**config.mk**
```make
export PLATFORM = sky130hd
export DESIGN_NAME = cheshire_rst_boot_ctrl_flat
export DESIGN_NICKNAME = d
export VERILOG_FILES = /design/src/rtl/cheshire_rst_boot_ctrl_if.sv /design/src/rtl/cheshire_rst_boot_ctrl.sv /design/src/flat_wrapper.sv
export SDC_FILE = /design/constraint.sdc
export NUM_CORES = 1
export LEC_CHECK = 0
export BUFFER_PORTS_ARGS = -buffer_cell sky130_fd_sc_hd__buf_4
export CAP_MARGIN = 5
export CORE_UTILIZATION = 45
export DETAILED_ROUTE_END_ITERATION = 8
export GPL_TIMING_DRIVEN = 0
export PLACE_DENSITY = 0.67
export SKIP_LAST_GASP = 1
export SLEW_MARGIN = 15
export SYNTH_ARGS = -nofsm -noshare
export SYNTH_HDL_FRONTEND = slang
export SYNTH_SLANG_ARGS = --single-unit
```
**constraint.sdc**
```tcl
create_clock -name clk_i -period 2.7 [get_ports clk_i]
set_input_delay 0 -clock clk_i [delete_from_list [all_inputs] [get_ports clk_i]]
set_output_delay 0 -clock clk_i [all_outputs]
set_load 0.01 [all_outputs]
```
**src/rtl/cheshire_rst_boot_ctrl_if.sv**
```systemverilog
// Strap, request and reset/boot status signals between the sequencer and its environment.
// master drives the strap pads and reset requests; slave is the sequencer.
interface cheshire_rst_boot_ctrl_if;
  logic       test_mode_i;
  logic [1:0] boot_mode_pad_i;
  logic       sw_rst_req_i;
  logic       wdt_kick_i;
  logic       soc_rst_no;
  logic [1:0] boot_mode_o;
  logic [1:0] rst_cause_o;
  logic       busy_o;

  modport master (
    output test_mode_i, boot_mode_pad_i, sw_rst_req_i, wdt_kick_i,
    input  soc_rst_no, boot_mode_o, rst_cause_o, busy_o
  );

  modport slave (
    input  test_mode_i, boot_mode_pad_i, sw_rst_req_i, wdt_kick_i,
    output soc_rst_no, boot_mode_o, rst_cause_o, busy_o
  );
endinterface

```
**src/rtl/cheshire_rst_boot_ctrl.sv**
```systemverilog
// Reset/boot sequencer for the Cheshire SoC: strap sync + debounce, reset hold, SW/WDT re-boot.
// Define CHESHIRE_RST_WDT_EN to build in the RUN-state watchdog.
module cheshire_rst_boot_ctrl #(
  parameter int unsigned SyncStages     = 2,
  parameter int unsigned DebounceCycles = 16,
  parameter int unsigned HoldCycles     = 64,
  parameter int unsigned WdtCycles      = 2**20
) (
  input  logic                     clk_i,
  input  logic                     rst_ni,
  cheshire_rst_boot_ctrl_if.slave  bus
);

  localparam int unsigned MaxDh     = (DebounceCycles > HoldCycles) ? DebounceCycles : HoldCycles;
  localparam int unsigned MaxCycles = (MaxDh > WdtCycles) ? MaxDh : WdtCycles;
  localparam int unsigned CntWidth  = $clog2(MaxCycles) + 1;

  typedef logic [CntWidth-1:0] cnt_t;

  localparam cnt_t DebLast  = cnt_t'(DebounceCycles - 1);
  localparam cnt_t HoldLast = cnt_t'(HoldCycles - 1);

  localparam logic [1:0] StReset    = 2'd0;
  localparam logic [1:0] StDebounce = 2'd1;
  localparam logic [1:0] StHold     = 2'd2;
  localparam logic [1:0] StRun      = 2'd3;

  localparam logic [1:0] CausePor = 2'b00;
  localparam logic [1:0] CauseSw  = 2'b01;

  logic [SyncStages-1:0][1:0] sync_q;
  logic [1:0]                 strap_s;

  logic [1:0] state_q, state_d;
  cnt_t       cnt_q, cnt_d;
  logic [1:0] cand_q, cand_d;
  logic [1:0] boot_q, boot_d;
  logic [1:0] cause_q, cause_d;
  logic       soc_rst_q, soc_rst_d;
  cnt_t       wdt_q, wdt_d;

  assign strap_s = sync_q[SyncStages-1];

`ifdef CHESHIRE_RST_WDT_EN
  localparam logic [1:0] CauseWdt = 2'b10;
  localparam cnt_t       WdtLast  = cnt_t'(WdtCycles - 1);
`else
  logic unused_wdt_kick;
  assign unused_wdt_kick = bus.wdt_kick_i;
`endif

  always_comb begin
    state_d   = state_q;
    cnt_d     = cnt_q;
    cand_d    = cand_q;
    boot_d    = boot_q;
    cause_d   = cause_q;
    soc_rst_d = soc_rst_q;
    // Watchdog only runs while the SoC is out of reset.
    wdt_d     = '0;
    unique case (state_q)
      StReset: begin
        state_d = StDebounce;
        cnt_d   = '0;
      end
      StDebounce: begin
        if (strap_s != cand_q) begin
          cand_d = strap_s;
          cnt_d  = '0;
        end else if (cnt_q == DebLast) begin
          boot_d  = cand_q;
          cnt_d   = '0;
          state_d = StHold;
        end else begin
          cnt_d = cnt_q + 1'b1;
        end
      end
      StHold: begin
        if (cnt_q == HoldLast) begin
          cnt_d     = '0;
          soc_rst_d = 1'b1;
          state_d   = StRun;
        end else begin
          cnt_d = cnt_q + 1'b1;
        end
      end
      StRun: begin
        soc_rst_d = 1'b1;
`ifdef CHESHIRE_RST_WDT_EN
        wdt_d = bus.wdt_kick_i ? '0 : wdt_q + 1'b1;
`endif
        // SW request takes priority over a coincident watchdog expiry.
        if (bus.sw_rst_req_i) begin
          soc_rst_d = 1'b0;
          cause_d   = CauseSw;
          cnt_d     = '0;
          wdt_d     = '0;
          state_d   = StDebounce;
        end
`ifdef CHESHIRE_RST_WDT_EN
        else if (!bus.wdt_kick_i && (wdt_q == WdtLast)) begin
          soc_rst_d = 1'b0;
          cause_d   = CauseWdt;
          cnt_d     = '0;
          wdt_d     = '0;
          state_d   = StDebounce;
        end
`endif
      end
      default: state_d = StReset;
    endcase
  end

  always_ff @(posedge clk_i or negedge rst_ni) begin
    if (!rst_ni) begin
      sync_q    <= '0;
      state_q   <= StReset;
      cnt_q     <= '0;
      cand_q    <= '0;
      boot_q    <= '0;
      cause_q   <= CausePor;
      soc_rst_q <= 1'b0;
      wdt_q     <= '0;
    end else begin
      sync_q    <= {sync_q[SyncStages-2:0], bus.boot_mode_pad_i};
      state_q   <= state_d;
      cnt_q     <= cnt_d;
      cand_q    <= cand_d;
      boot_q    <= boot_d;
      cause_q   <= cause_d;
      soc_rst_q <= soc_rst_d;
      wdt_q     <= wdt_d;
    end
  end

  // DFT bypass hands reset and straps straight to the SoC without touching the FSM.
  assign bus.soc_rst_no  = bus.test_mode_i ? rst_ni : soc_rst_q;
  assign bus.boot_mode_o = bus.test_mode_i ? bus.boot_mode_pad_i : boot_q;
  assign bus.rst_cause_o = cause_q;
  assign bus.busy_o      = (state_q != StRun);

endmodule
```
**src/flat_wrapper.sv**
```systemverilog
// flat-port wrapper written by rule: the top's interface ports become plain ports
module cheshire_rst_boot_ctrl_flat 
#(
  parameter int unsigned SyncStages     = 2,
  parameter int unsigned DebounceCycles = 16,
  parameter int unsigned HoldCycles     = 64,
  parameter int unsigned WdtCycles      = 2**20
)
  (clk_i, rst_ni, bus_test_mode_i, bus_boot_mode_pad_i, bus_sw_rst_req_i, bus_wdt_kick_i, bus_soc_rst_no, bus_boot_mode_o, bus_rst_cause_o, bus_busy_o);
  cheshire_rst_boot_ctrl_if bus_i ();
  input  logic clk_i;
  input  logic rst_ni;
  input wire logic [$bits(bus_i.test_mode_i)-1:0] bus_test_mode_i;
  input wire logic [$bits(bus_i.boot_mode_pad_i)-1:0] bus_boot_mode_pad_i;
  input wire logic [$bits(bus_i.sw_rst_req_i)-1:0] bus_sw_rst_req_i;
  input wire logic [$bits(bus_i.wdt_kick_i)-1:0] bus_wdt_kick_i;
  output wire logic [$bits(bus_i.soc_rst_no)-1:0] bus_soc_rst_no;
  output wire logic [$bits(bus_i.boot_mode_o)-1:0] bus_boot_mode_o;
  output wire logic [$bits(bus_i.rst_cause_o)-1:0] bus_rst_cause_o;
  output wire logic [$bits(bus_i.busy_o)-1:0] bus_busy_o;
  assign bus_i.test_mode_i = bus_test_mode_i;
  assign bus_i.boot_mode_pad_i = bus_boot_mode_pad_i;
  assign bus_i.sw_rst_req_i = bus_sw_rst_req_i;
  assign bus_i.wdt_kick_i = bus_wdt_kick_i;
  assign bus_soc_rst_no = bus_i.soc_rst_no;
  assign bus_boot_mode_o = bus_i.boot_mode_o;
  assign bus_rst_cause_o = bus_i.rst_cause_o;
  assign bus_busy_o = bus_i.busy_o;
  cheshire_rst_boot_ctrl #(.SyncStages(SyncStages), .DebounceCycles(DebounceCycles), .HoldCycles(HoldCycles), .WdtCycles(WdtCycles)) u_core (.clk_i(clk_i), .rst_ni(rst_ni), .bus(bus_i));
endmodule
```
==> qor.csv, run 1 <==
metric;value;unit
holdBufCountCts;4;
power_leakage;0.9294;nW
cts_tree;done;
ant_nets;0;
syn_nets;206;
dieArea;0.004433;mm²
ir_worst_vdd;0.3071;mV
drt-total-wl;3944;µm
path_common_cell;nand3_1;
min_period;2309;ps
tightest_slew;698.0;ps
path_delay_family;compound AO/OA/AOI/OAI gates;
stdcell_count;266;
cpPeakStageDelay;600;ps
synth_area_per_cell;9.674;µm²
num_antenna_cells;0;
fillers;368;
start_kind;flip-flop;
die_w;66.58;µm
rows;23;
place_area;0.002014;mm²
ys_ff_latch;33;
htreeDepth;2;
first_iter_violations;122;
fp.dieH;66.58;µm
seq_area_frac_synth;44.00;%
cts_resized;0;
cts_made_buffers;5;
synth_area;0.001877;mm²
wl_per_cell;14.83;µm
critPathBufInv;0;
crit_required;2890;ps
final_nets;227;
max_slew_margin;53.46;%
vias;1517;
final.period_utilization;85.53;%
ios;13;
clkSlewWorstSetupHoldPaths;70;ps
setup_viol;0;
final_max_slew_viol_count;0;
ctsLongestPathBuffers;2;
min_path_type;in2async;
postSynth.asyncResetShare;100.0;%
status;finished, final reports clean;
avgViaCountPerCell;5.703;
hold_violations;0;
fin_ws;390.7;ps
finalSetupTns;0;ps
first_pass_iters;4;
clk_latency;280;ps
synth_ff_type;dfrtp_1;
synth-edff-count;0;
initial_utilization;46.92;%
cp_cell_sequence;ha_1 -> and3_1 -> nand3_1 -> o21ai_4 -> a21oi_1 -> nand3_1 -> o21ai_0;
final_cell_area;0.002135;mm²
cap_violations;0;
syn_inst;194;
cp_slowest_cell;a21oi_1;
crit_fanout;9;
grt_antenna_before_repair;0;
post_cts_buffers;0;
fin_worst_skew;6.323;ps
port_buffers;10;
crit_type;reg2reg;
dpl.hpwl;2757;µm
layout-drive-gt1-share;16.20;%
synth.distinct_cells;41;
grt_pass1_wl;6368;µm
power;943.7;µW
grt_pass1_vias;1329;
critPathCaptureType;flip-flop;
finalHoldWorstSlack;197.1;ps
place_ws;444.0;ps
fp.coreArea;0.004000;mm²
track_usage;19.72;%
root_buffer;clkbuf_8;
max_freq;433.0;MHz
postLayoutCoreUtil;53.36;%
gp_congestion;0.7811;
area_growth;13.73;%
worstPathArrival;2500;ps
grt_max_degree;35;
grt_overflow;0;
cellPowerDensity;442.1;mW/mm²
dp.cells;254;
drcViolationCount;0;
ys_warn_count;0;
grt_setup_unrepaired;no;
cts_sinks;33;
final cells by class:
cell class	count	area (µm²)	share of cell area [%]
flip-flops and latches	33	825.8	38.69
multi-input cells	145	975.9	45.72
inverters	11	41.29	1.934
repair buffers	14	115.1	5.393
well taps	50	62.56	2.931
clock buffers	8	80.08	3.751
plain buffers	5	33.78	1.583
state kept, by name (all words and copies together) (netlist names):
name,flops
u_core.boot_q,2
u_core.bus.rst_cause_o,1
u_core.cand_q,2
u_core.cnt_q,21
u_core.soc_rst_q,1
u_core.state_q,2
u_core.strap_s,2
u_core.sync_q,2
layout by cell type, fill, tap and decap left out, drive strengths merged:
master,count
a21o,3
a21oi,16
a22o,1
a22oi,3
a311oi,1
and2,1
and3,3
and4,2
buf,13
clkbuf,10
conb,1
dfrtp,33
dlygate4sd3,4
ha,5
inv,11
mux2,7
mux2i,1
nand2,17
nand2b,1
nand3,15
nand4,5
nand4b,1
nor2,8
nor2b,1
nor3,6
nor3b,2
nor4,6
o21a,1
o21ai,25
o21bai,1
o22ai,1
o2bb2ai,1
o31ai,1
or3,7
xnor2,2
worst paths after layout:
path                       cells past startpoint  slack (ps)             start           endpoint
max reg2reg                                    7         390   u_core.cnt_q[0]   u_core.cnt_q[14]
min in group clk_i                             3         350   bus_test_mode_i     bus_soc_rst_no
max                                            7         390   u_core.cnt_q[0]   u_core.cnt_q[14]
min                                            2         200            rst_ni    u_core.cnt_q[7]
max in group asynchronous                      2        2180            rst_ni   u_core.cnt_q[13]
min reg2reg                                    0         350  u_core.sync_q[1]  u_core.strap_s[1]
cell families after synthesis:
family	synth area share, %
adders and majority gates	3.333
xor gates and xnor gates	0.9335
DFF	44.00
AOI/OAI and AO/OA	17.47
other	0.1998
muxes	4.734
and+or+nand+nor	25.33
buffers and inverters	4.000
cell usage after synthesis, types with 5 or more instances:
| master | count | area share [%] |
|---|---|---|
| a21oi_1 | 16 | 4.3 |
| or3_1 | 7 | 2.3 |
| nand2_1 | 17 | 3.4 |
| o21ai_1 | 6 | 1.6 |
| inv_1 | 11 | 2.2 |
| o21ai_0 | 18 | 4.8 |
| nor2_1 | 8 | 1.6 |
| dfrtp_1 | 33 | 44 |
| nand3_1 | 15 | 4.0 |
| ha_1 | 5 | 3.3 |
| nor3_1 | 5 | 1.3 |
| mux2_2 | 7 | 4.2 |
power by group:
group | switching, mW | internal, mW | total (mW)
registers | 0.00618 | 0.502 | 0.508
clock network | 0.168 | 0.183 | 0.351
logic | 0.0478 | 0.0366 | 0.0845
total | 0.222 | 0.721 | 0.944
metal layers:
layer | vias up | GRT usage, % | share of wire (%)
met2 | 31 | 31.06 | 47
met5 | - | 0 | 0
met4 | 0 | 6.117 | 1.0
met1 | 727 | 26.13 | 48
met3 | 5 | 5.308 | 4.0
li1 | 754 | - | -
Note: power is estimated with default switching activity, not from simulation.
==> run 2: changes to the inputs <==
- CELL_PAD_IN_SITES_DETAIL_PLACEMENT: unset -> 0
- CELL_PAD_IN_SITES_GLOBAL_PLACEMENT: unset -> 1
- GPL_TIMING_DRIVEN: 0 -> unset
- PLACE_DENSITY: 0.67 -> 0.86
==> qor.csv, run 2 (synthesis results as in run 1) <==
metric;value;unit;change
cellPowerDensity;447.5;mW/mm²;+1.2%
max_freq;446.3;MHz;+3.1%
clk_latency;290;ps;about the same
dpl.hpwl;2978;µm;+8.0%
min_period;2240;ps;-68.91 ps
cts_tree;done;;
register_area;825.8;µm²;unchanged
avgViaCountPerCell;5.803;;+1.8%
regMostFlops;u_core.cnt_q;;
grt_max_degree;35;;unchanged
post_cts_buffers;0;;unchanged
track_usage;22.71;%;+3.0 points
first_pass_iters;4;;unchanged
layout-drive-gt1-share;17.29;%;+1.1 points
fp.dieH;66.58;µm;unchanged
grt_overflow;0;;unchanged
p_int;715.9;µW;-0.77%
root_buffer;clkbuf_8;;
holdBufCountCts;4;;unchanged
setup_viol;0;;unchanged
initial_utilization;46.92;%;unchanged
htreeDepth;2;;unchanged
fillers;382;;+3.8%
p_clk_share;37.7;%;+0.5 points
worstReg2RegStart;u_core.cnt_q[0];;
start_kind;flip-flop;;
dp.cells;252;;-0.79%
critPathCaptureType;flip-flop;;
area_growth;13.27;%;
power_leakage;0.9324;nW;+0.33%
seq_power_share;53.4;%;-0.4 points
fin_worst_skew;9.507;ps;+3.185 ps
power_frac_comb;9.0;%;about the same
p_sw;235.4;µW;+5.9%
ff2ff_path_depth;7;;unchanged
grt_pass1_wl;7224;µm;+13%
clkSlewWorstSetupHoldPaths;70;ps;about the same
min_path_type;in2async;;
drt-total-wl;4262;µm;+8.1%
reg2reg_to;u_core.cnt_q[13];;
grt_antenna_before_repair;0;;unchanged
multi_input_area;975.9;µm²;unchanged
drcViolationCount;0;;unchanged
ir_worst_vdd;0.3954;mV;+29%
max_slew_margin;60.95;%;+7.5 points
crit_fanout;11;;+2
num_antenna_cells;0;;unchanged
grt_pass1_vias;1566;;+18%
cts_resized;0;;unchanged
cts_sinks;33;;unchanged
largest_register_ff_count;21;;unchanged
ant_nets;0;;unchanged
crit_required;2860;ps;-30 ps
final_nets;225;;-0.88%
final_cell_area;0.002126;mm²;-0.41%
port_buffers;10;;unchanged
place_area;0.002003;mm²;-0.56%
tightest_slew;580.9;ps;-117.1 ps
final_max_slew_viol_count;0;;unchanged
crit_type;reg2reg;;
first_iter_violations;129;;+5.7%
wl_per_cell;16.14;µm;+8.9%
stdcell_count;264;;-0.75%
dieArea;0.004433;mm²;unchanged
ios;13;;unchanged
ff2ff_setup_slack;460;ps;+70 ps
status;finished, final reports clean;;
cap_violations;0;;unchanged
rows;23;;unchanged
worstPathArrival;2400;ps;-100 ps
ctsLongestPathBuffers;2;;unchanged
fp.coreArea;0.004000;mm²;unchanged
final.period_utilization;82.98;%;-2.6 points
hold_violations;0;;unchanged
cts_made_buffers;5;;unchanged
p_sw_share;24.75;%;+1.2 points
die_w;66.58;µm;unchanged
layout_common_cells;33 x dfrtp_1, 18 x o21ai_0, 17 x nand2_1;;
gp_congestion;0.8116;;+3.9%
place_ws;489.4;ps;+45.44 ps
grt_setup_unrepaired;no;;
finalSetupTns;0;ps;unchanged
finalHoldWorstSlack;202.7;ps;+5.589 ps
final_common_cell;dfrtp_1;;
vias;1532;;+0.99%
fin_ws;459.6;ps;+68.91 ps
run 2: cell count changes in the layout (fill, tap and decap cells not counted):
| cell | change |
|---|---|
| buf_4 | +1 |
| buf_6 | -1 |
| clkbuf_1 | -4 |
| clkinv_2 | +2 |
run 2: power by group through the flow:
stage               clock, mW  sequential (mW)  combinational [mW]
floorplan                   0            0.516              0.0476
global placement            0            0.517              0.0776
detailed placement          0            0.517              0.0809
CTS                     0.372            0.508              0.0856
global route            0.393            0.509              0.0946
finish                  0.358            0.508              0.0853
run 2: worst max-delay path, stage by stage (launching register included):
cell and delay (ps):
dfrtp_1 400, ha_1 250, nand3_1 110, or3_1 400
o21bai_4 280, a21o_1 400, or3_1 180, o21ai_0 90
run 2: metrics by stage:
step                      util [%]  power [mW]
after detailed placement     50.08      0.5983
final                        53.14      0.9514
after CTS                    53.14      0.9655
after floorplan                  -      0.5634
after global routing         53.14      0.9962
after global placement       50.08      0.5942
run 2: how the worst max path moves through the flow:
stage,startpoint,end,slack (ps),cells after the start
2_1_floorplan,u_core.cnt_q[0],u_core.cnt_q[15],770,8
3_3_place_gp,u_core.cnt_q[0],u_core.cnt_q[18],550,7
3_5_place_dp,u_core.cnt_q[0],u_core.cnt_q[13],490,7
4_1_cts,u_core.cnt_q[0],u_core.cnt_q[13],480,7
5_1_grt,u_core.cnt_q[0],u_core.cnt_q[13],270,7
6_report,u_core.cnt_q[0],u_core.cnt_q[13],460,7
run 2: cell type report:
type	instances	share of cell area [%]
multi-input cells	145	45.91
well taps	50	2.943
clock buffers	6	3.414
flip-flops and latches	33	38.85
clock inverters	2	0.4709
inverters	11	1.942
repair buffers	17	6.474
run 2: per-layer routing:
metal,global-route usage (%),share of wire [%]
met2,38.51,50
met4,10.37,2.1
met3,5.479,3.9
met5,0,0
met1,26.84,44
